## src/rtl/mmio_uart_tx.sv

```systemverilog
// Memory-mapped 8N1 UART transmitter: TXDATA/STATUS register window, byte FIFO,
// and a start/data/stop serialiser driving a registered tx line.
module mmio_uart_tx #(
  parameter logic [31:0] BASE_ADDR    = 32'h8000_0000,
  parameter int          CLKS_PER_BIT = 16,
  parameter int          FIFO_DEPTH   = 8
) (
  input  logic        clk,
  input  logic        resetn,
  input  logic [31:0] address,
  input  logic [31:0] wdata,
  input  logic        we,
  output logic [31:0] rdata,
  output logic        sel,
  output logic        tx
);
  localparam int PW = $clog2(FIFO_DEPTH);
  localparam int CW = PW + 1;
  localparam int BW = $clog2(CLKS_PER_BIT);
  localparam logic [31:0]   STAT_ADDR = BASE_ADDR + 32'd4;
  localparam logic [BW-1:0] BAUD_LAST = BW'(CLKS_PER_BIT - 1);
  localparam logic [CW-1:0] DEPTH_C   = CW'(FIFO_DEPTH);

  typedef enum logic [1:0] {IDLE, START, DATA, STOP} state_t;

  state_t        state_q, state_d;
  logic [BW-1:0] baud_q, baud_d;
  logic [2:0]    bit_q, bit_d;
  logic [7:0]    shift_q, shift_d;
  logic          tx_q, tx_d;
  logic [PW-1:0] wr_ptr_q, rd_ptr_q;
  logic [CW-1:0] count_q;
  logic          overflow_q;
  logic [7:0]    mem_q [FIFO_DEPTH];

  logic       hit_data, hit_stat, push_req, push_ok, pop;
  logic       full, empty, busy, baud_end;
  logic [7:0] head;
  logic       unused_bits;

  assign hit_data = (address[31:2] == BASE_ADDR[31:2]);
  assign hit_stat = (address[31:2] == STAT_ADDR[31:2]);
  assign sel      = hit_data | hit_stat;

  assign full     = (count_q == DEPTH_C);
  assign empty    = (count_q == '0);
  assign busy     = (state_q != IDLE);
  assign baud_end = (baud_q == BAUD_LAST);
  assign head     = mem_q[rd_ptr_q];

  // A full FIFO still accepts a push when the serialiser pops in the same cycle.
  assign push_req = we & hit_data;
  assign push_ok  = push_req & (~full | pop);

  assign unused_bits = ^{wdata[31:8], address[1:0]};

  always_comb begin
    rdata = '0;
    if (hit_stat) begin
      rdata = {16'b0, 8'(count_q), 4'b0, overflow_q, busy, empty, full};
    end
  end

  always_ff @(posedge clk) begin
    if (!resetn) begin
      wr_ptr_q   <= '0;
      rd_ptr_q   <= '0;
      count_q    <= '0;
      overflow_q <= 1'b0;
    end else begin
      if (push_ok) wr_ptr_q <= wr_ptr_q + PW'(1);
      if (pop)     rd_ptr_q <= rd_ptr_q + PW'(1);
      if (push_ok && !pop)      count_q <= count_q + CW'(1);
      else if (pop && !push_ok) count_q <= count_q - CW'(1);
      if (we && hit_stat)              overflow_q <= 1'b0;
      else if (push_req && !push_ok)   overflow_q <= 1'b1;
    end
  end

  always_ff @(posedge clk) begin
    if (push_ok && resetn) mem_q[wr_ptr_q] <= wdata[7:0];
  end

  always_ff @(posedge clk) begin
    if (!resetn) begin
      state_q <= IDLE;
      baud_q  <= '0;
      bit_q   <= '0;
      tx_q    <= 1'b1;
    end else begin
      state_q <= state_d;
      baud_q  <= baud_d;
      bit_q   <= bit_d;
      tx_q    <= tx_d;
    end
  end

  always_ff @(posedge clk) begin
    shift_q <= shift_d;
  end

  // tx_d is the line level for the state being entered, so tx stays a pure flop.
  always_comb begin
    state_d = state_q;
    baud_d  = baud_q + BW'(1);
    bit_d   = bit_q;
    shift_d = shift_q;
    tx_d    = tx_q;
    pop     = 1'b0;
    case (state_q)
      IDLE: begin
        baud_d = '0;
        tx_d   = 1'b1;
        if (!empty) begin
          pop     = 1'b1;
          shift_d = head;
          bit_d   = '0;
          tx_d    = 1'b0;
          state_d = START;
        end
      end
      START: begin
        if (baud_end) begin
          baud_d  = '0;
          tx_d    = shift_q[0];
          state_d = DATA;
        end
      end
      DATA: begin
        if (baud_end) begin
          baud_d  = '0;
          shift_d = shift_q >> 1;
          if (bit_q == 3'd7) begin
            tx_d    = 1'b1;
            state_d = STOP;
          end else begin
            bit_d = bit_q + 3'd1;
            tx_d  = shift_q[1];
          end
        end
      end
      STOP: begin
        if (baud_end) begin
          baud_d = '0;
          if (!empty) begin
            pop     = 1'b1;
            shift_d = head;
            bit_d   = '0;
            tx_d    = 1'b0;
            state_d = START;
          end else begin
            tx_d    = 1'b1;
            state_d = IDLE;
          end
        end
      end
      default: begin
        tx_d    = 1'b1;
        state_d = IDLE;
      end
    endcase
  end

  assign tx = tx_q;

endmodule

```

## config.mk

```make
export PLATFORM = sky130hd
export DESIGN_NAME = mmio_uart_tx
export DESIGN_NICKNAME = d
export VERILOG_FILES = /design/src/rtl/mmio_uart_tx.sv
export SDC_FILE = /design/constraint.sdc
export NUM_CORES = 1
export LEC_CHECK = 0
export CAP_MARGIN = 5
export CORE_ASPECT_RATIO = 0.8
export CORE_UTILIZATION = 30
export DETAILED_ROUTE_END_ITERATION = 6
export MAX_ROUTING_LAYER = met4
export PLACE_DENSITY = 0.49
export SLEW_MARGIN = 20
export SYNTH_ARGS = -nofsm -noshare
export SYNTH_HDL_FRONTEND = slang
export SYNTH_SLANG_ARGS = --single-unit
```

## constraint.sdc

```tcl
create_clock -name clk -period 3.7 [get_ports clk]
set_input_delay 1.11 -clock clk [delete_from_list [all_inputs] [get_ports clk]]
set_output_delay 1.11 -clock clk [all_outputs]
set_load 0.02 [all_outputs]
```

==> results of run 1 <==
how the worst min path moves through the flow:
stage / from / end / slack, ps / depth (start not counted)
floorplan: baud_q[0] / baud_q[0] / 420 / 1
global placement: baud_q[0] / baud_q[0] / 430 / 1
detailed placement: baud_q[0] / baud_q[0] / 440 / 1
CTS: baud_q[0] / baud_q[0] / 450 / 1
global route: baud_q[0] / baud_q[0] / 480 / 1
finish: baud_q[0] / baud_q[0] / 450 / 1
sequential cells by signal, summed over array words and instances (netlist names), 2 cells and up, named ones only:
| register | count |
|---|---|
| bit_q | 3 |
| mem_q | 64 |
| rd_ptr_q | 3 |
| wr_ptr_q | 3 |
| shift_q | 8 |
| count_q | 4 |
| baud_q | 4 |
| state_q | 2 |
per-layer routing:
metal / up-vias / part of all wire [%] / track usage, % / routed length (µm)
met3: 12 / 2.8 / 3.33 / 273
met1: 1420 / 47 / 17.4 / 4560
met2: 54 / 49 / 21.1 / 4680
li1: 1382 / - / - / -
met5: - / 0 / - / 0
met4: 0 / 1.2 / 3.74 / 119
timing repair:
action                                  CTS  global route
resized for setup                        65            29
buffers inserted                         17             1
hold endpoints to repair                  0             0
pin swaps                                 8            10
endpoints found under the setup margin   10            13
power groups by stage:
stage	logic (mW)	clock network, mW	registers [mW]
6_report	0.965	0.885	1.43
2_1_floorplan	0.760	0	1.38
3_3_place_gp	0.938	0	1.46
4_1_cts	0.958	0.909	1.44
5_1_grt	1.08	0.948	1.46
3_5_place_dp	0.944	0	1.46
logic make-up after synthesis:
kind of cell	after synthesis	share of synthesized area, %
flops	96	59.5
simple gates	94	12.1
buf+inv	46	6.00
compound gates	31	5.24
mux	31	11.5
fa+ha+maj	15	4.40
xor+xnor	6	1.18
other cells	1	0.0845
final cells by class:
cell class	instances	area [µm²]
multi-input combinational	201	1760
clock buffer	10	229
fill	1363	8530
sequential	96	2640
timing repair buffer	101	872
clock inverter	6	51.3
inverter	10	37.5
tap	184	230
placed cells by master (no fill, tap or decap), types with 3 or more instances in the layout:
master,netlist,final
edfxtp_1,72,72
buf_4,24,53
dfxtp_1,24,24
conb_1,1,24
nor2_1,20,20
clkdlybuf4s50_1,0,17
mux4_2,16,16
mux2i_1,15,15
ha_1,14,14
nand2_1,12,12
dlymetal6s2s_1,0,10
inv_1,9,9
o21ai_0,9,9
clkbuf_16,0,9
dlygate4sd2_1,0,8
nor3_1,9,7
nor4_1,14,5
nor4_4,0,5
and2_1,5,5
and3_1,6,5
nor3b_1,5,5
clkdlybuf4s15_1,0,5
nor4_2,0,4
nand4_1,4,4
xnor2_1,4,4
buf_2,3,4
nand2b_1,3,3
a21oi_1,4,3
critical path, cell delays in order:
cell and delay, ps:
clkdlybuf4s50_1 440, nor3_2 180, nand4_2 150, nor3_2 190, buf_4 150, and3_4 180
buf_6 110
metrics by stage:
| stage | total power, mW | instances |
|---|---|---|
| after global routing | 3.49 | 608 |
| after global placement | 2.40 | 574 |
| after CTS | 3.30 | 607 |
| final | 3.28 | 608 |
| after floorplan | 2.14 | 343 |
| after detailed placement | 2.40 | 574 |
==> results.yml, run 1 <==
floorplanning:
  start_util_pct: 30.9
  dieArea_um2: 15300
  die_x_um: 138
  floorplan.rows: 39
  ios: 101
  fp.dieH_um: 111
  coreArea_um2: 14300
detailed_routing:
  drc_errors: 0
  drt-pass1-iter-count: 4
  ant_nets: 0
  wl_per_cell_um: 15.8
  via_count: 2868
  drt_iter0_markers: 130
  via_per_inst: 4.72
  routed_wl_mm: 9.63
placed_design:
  dpl_cell_area_um2: 5280
  dp_hpwl_mm: 6.66
  place.port_buffers: 50
  place_worst_setup_slack_ps: -667
  place_congestion: 0.724
power_and_ir_drop:
  power.switching_mw: 1.05
  p_per_area_nw_per_um2: 563
  p_clk_share_pct: 27.0
  p_int_mw: 2.23
  leakage_nw: 2.20
  power_frac_comb_pct: 29.4
  switching_share_pct: 32.0
  ir_drop_mv: 0.301
  seq_power_share_pct: 43.6
timing:
  timing.final.crit_share_pct: 97.7
  layout_setup_ws_ps: 84.8
  tns_ps: 0
  worst_hold_slack_ps: 447
  fmax_mhz: 277
  hold_viol: 0
  relSlewSlack_pct: 38.9
  clock_skew_ps: 8.77
  worst_pin_slew_ps: 909
  slew_viol_final: 0
  fin_crit_ps: 3620
  setup_viol: 0
logic_synthesis:
  synth.most_common_cell: "edfxtp_1"
  synthTopCellsByArea: "edfxtp_1 (49%), dfxtp_1 (11%), mux4_2 (8.1%)"
  async_flop_share_pct: 0
  synth.distinct_cells: 50
  synth_commonest_cells: "edfxtp_1 (72), buf_4 (24), dfxtp_1 (24)"
  yosys.area.top_type: "edfxtp_1"
  ys_seq_area_share_pct: 59.5
  synth_flop_cell: "edfxtp_1"
  yosys.area.top_type_share_pct: 48.7
  ys.warnings.count: 0
  synth_edf_count: 72
  syn_area_um2: 4440
  ys_ff_latch: 96
  syn_inst: 320
  synth_area_per_cell_um2: 13.9
clock_tree:
  clk_pin_slew_ps: 60
  clock-sinks: 96
  cts_hold_buf: 0
  clock_latency_ps: 340
  tritoncts: "done"
  htreeDepth: 3
  clockBufferDepth: 2
  clock-root-buffer: "clkbuf_16"
  numCtsBuffers: 9
global_routing:
  grt_max_degree: 18
  grt_first_pass_wirelength_mm: 15.3
  grt_usage_pct: 13.5
  grt_pass1_vias: 2852
  antenna_found_initial: 0
  grt-ovfl-total: 0
finish:
  area_growth_pct: 31.1
  fin_util_pct: 40.6
  drive_gt1_share_pct: 27.1
  final_area_um2: 5820
  diodes: 0
  nets: 501
critical_path:
  rr_startpoint: "state_q[0]"
  r2r.worst_path.cells: 13
  r2r_setup_slack_ps: 610
  cp.required_ps: 2590
  cp.arrival_ps: 2510
  path_class: "primary input to output port"
  start_kind: "primary input"
  r2r-end: "count_q[3]"
  cp-endpoint: "rdata[0]"
  worstPathMaxFanout: 6
  crit_path_start: "address[28]"
  cp-end-kind: "output port"
worst_hold_path:
  min_path_type: "register to register"
run:
  cap_violations: 0
outcome:
  outcome: "completed"
No activity file was read; power rests on OpenSTA's default activity.
==> inputs of run 2 (changes only) <==
--- a/config.mk
+++ b/config.mk
@@ -11,6 +11,7 @@
 export DETAILED_ROUTE_END_ITERATION = 6
 export MAX_ROUTING_LAYER = met4
 export PLACE_DENSITY = 0.49
+export SKIP_CTS_REPAIR_TIMING = 1
 export SLEW_MARGIN = 20
 export SYNTH_ARGS = -nofsm -noshare
 export SYNTH_HDL_FRONTEND = slang
==> run 2 against run 1 <==
Utilization decreased by 0.80 points. Combinational power decreased by 0.7%. Critical path type unchanged. Maximum frequency decreased by 0.24%. Final cell count decreased by 2.5%. Routed wire length decreased by 2.9%. Register-to-register slack improved by 30 ps. Sequential cell count unchanged. Die area unchanged. Worst setup slack got worse by 8.7 ps. Global-route usage decreased by 0.42 points. Power decreased by 0.24%. Non-clock buffer count decreased by 15. Highest routed layer unchanged.
==> results.yml, run 2 (synthesis results as in run 1) <==
detailed_routing:
  drt-pass1-iter-count: 4
  via_count: 2787
  routed_wl_mm: 9.36
  wl_per_cell_um: 15.8
  via_per_inst: 4.70
  drc_errors: 0
  drt_iter0_markers: 122
  ant_nets: 0
finish:
  layout_commonest_cell: "edfxtp_1"
  largest_register: "mem_q"
  largest_reg_flops: 64
  layout_common_cells: "edfxtp_1 (72), buf_4 (38), dfxtp_1 (24), conb_1 (24), dlymetal6s2s_1 (22)"
  largest_registers: "mem_q x64, shift_q x8"
  multi_input_area_um2: 1710
  nFillCells: 1370
  area_growth_pct: 28.5
  register_area_um2: 2640
  nets: 486
  diodes: 0
  layoutNonFillerInstCount: 593
  drive_gt1_share_pct: 23.5
worst_hold_path:
  min_path_type: "register to register"
placed_design:
  dp_cells: 574
  place.port_buffers: 50
  place_congestion: 0.724
  dp_hpwl_mm: 6.66
clock_tree:
  tritoncts: "done"
  clock_latency_ps: 340
  clock-sinks: 96
  htreeDepth: 3
  numCtsBuffers: 9
  clock-root-buffer: "clkbuf_16"
  clockBufferDepth: 2
  clk_pin_slew_ps: 60
critical_path:
  start_kind: "primary input"
  crit_buf_inv: 3
  path_delay_family: "buffers and inverters"
  cp.required_ps: 2590
  path_cells: "clkdlybuf4s50_1 > nor4b_2 > nand4_2 > buf_6 > nor4_2 > buf_2"
  crit_slowest_cell: "clkdlybuf4s50_1"
  cp.arrival_ps: 2510
  slowest_delay_ps: 470
  worstPathMaxFanout: 6
  path_class: "primary input to output port"
  cp-end-kind: "output port"
  r2r_setup_slack_ps: 640
timing:
  clock_skew_ps: 8.45
  fmax_mhz: 276
  setup_viol: 0
  fin_crit_ps: 3620
  hold_viol: 0
  relSlewSlack_pct: 38.8
  tns_ps: 0
  slew_viol_final: 0
  worst_pin_slew_ps: 911
  timing.final.crit_share_pct: 97.9
global_routing:
  grt_usage_pct: 13.1
  grt_first_pass_wirelength_mm: 14.9
  antenna_found_initial: 0
  grt_max_degree: 18
  grt_pass1_vias: 2744
  grt-ovfl-total: 0
floorplanning:
  floorplan.rows: 39
  die_x_um: 138
  coreArea_um2: 14300
  start_util_pct: 30.9
  fp.dieH_um: 111
  ios: 101
  dieArea_um2: 15300
power_and_ir_drop:
  leakage_nw: 2.22
  p_per_area_nw_per_um2: 573
  ir_drop_mv: 0.298
run:
  cap_violations: 0
outcome:
  outcome: "completed"
==> run 2: worst paths after layout <==
path / from / to / depth (start not counted)
min: baud_q[0] / baud_q[0] / 1
max: address[31] / rdata[1] / 6
max reg2reg: state_q[0] / count_q[3] / 13
min reg2reg: baud_q[0] / baud_q[0] / 1
==> run 2: report_power, final <==
group | internal (mW) | switching, mW
registers | 1.30 | 0.124
clock network | 0.467 | 0.417
logic | 0.456 | 0.502
total | 2.23 | 1.04
==> run 2: final cells by class <==
cell class | instances | area share [%]
clock buffer | 10 | 4.01
tap | 184 | 4.04
multi-input combinational | 201 | 30.0
inverter | 10 | 0.658
timing repair buffer | 86 | 14.1
sequential | 96 | 46.3
clock inverter | 6 | 0.900
==> run 2: per-stage QoR <==
step           setup WS [ps]  utilization [%]  hold WS [ps]  cell area [µm²]  power (mW)
2_1_floorplan            218                -           418             4530        2.14
3_3_place_gp            -714             36.8           430             5280        2.40
3_5_place_dp            -667             36.8           440             5280        2.40
4_1_cts                 -677             38.8           455             5560        3.30
5_1_grt                -8.35             39.8           483             5700        3.48
6_report                76.0             39.8           448             5700        3.27
==> run 2: routing by layer <==
metal	part of all wire, %	global-route usage (%)	vias to the layer above
met5	0	-	-
met4	1.0	3.52	0
met3	2.6	3.24	10
met2	48	20.3	46
met1	48	17.1	1380
li1	-	-	1351
==> run 2: worst reg2reg max path, stage by stage, from the launching register on <==
cell	delay (ps)
dfxtp_1	340
inv_1	140
ha_1	310
a41oi_2	100
o211a_1	340
or3_4	420
inv_2	90
ha_1	160
inv_1	60
ha_1	280
a21o_1	190
a21oi_2	140
mux2i_1	240
mux2i_1	190
==> inputs of run 3 (changes only) <==
--- a/config.mk
+++ b/config.mk
@@ -9,6 +9,7 @@
 export CORE_ASPECT_RATIO = 0.8
 export CORE_UTILIZATION = 30
 export DETAILED_ROUTE_END_ITERATION = 6
+export GPL_ROUTABILITY_DRIVEN = 0
 export MAX_ROUTING_LAYER = met4
 export PLACE_DENSITY = 0.49
 export SKIP_CTS_REPAIR_TIMING = 1
==> results of run 3 <==
No change in the layout: final DEF, timing and power equal those of run 2.
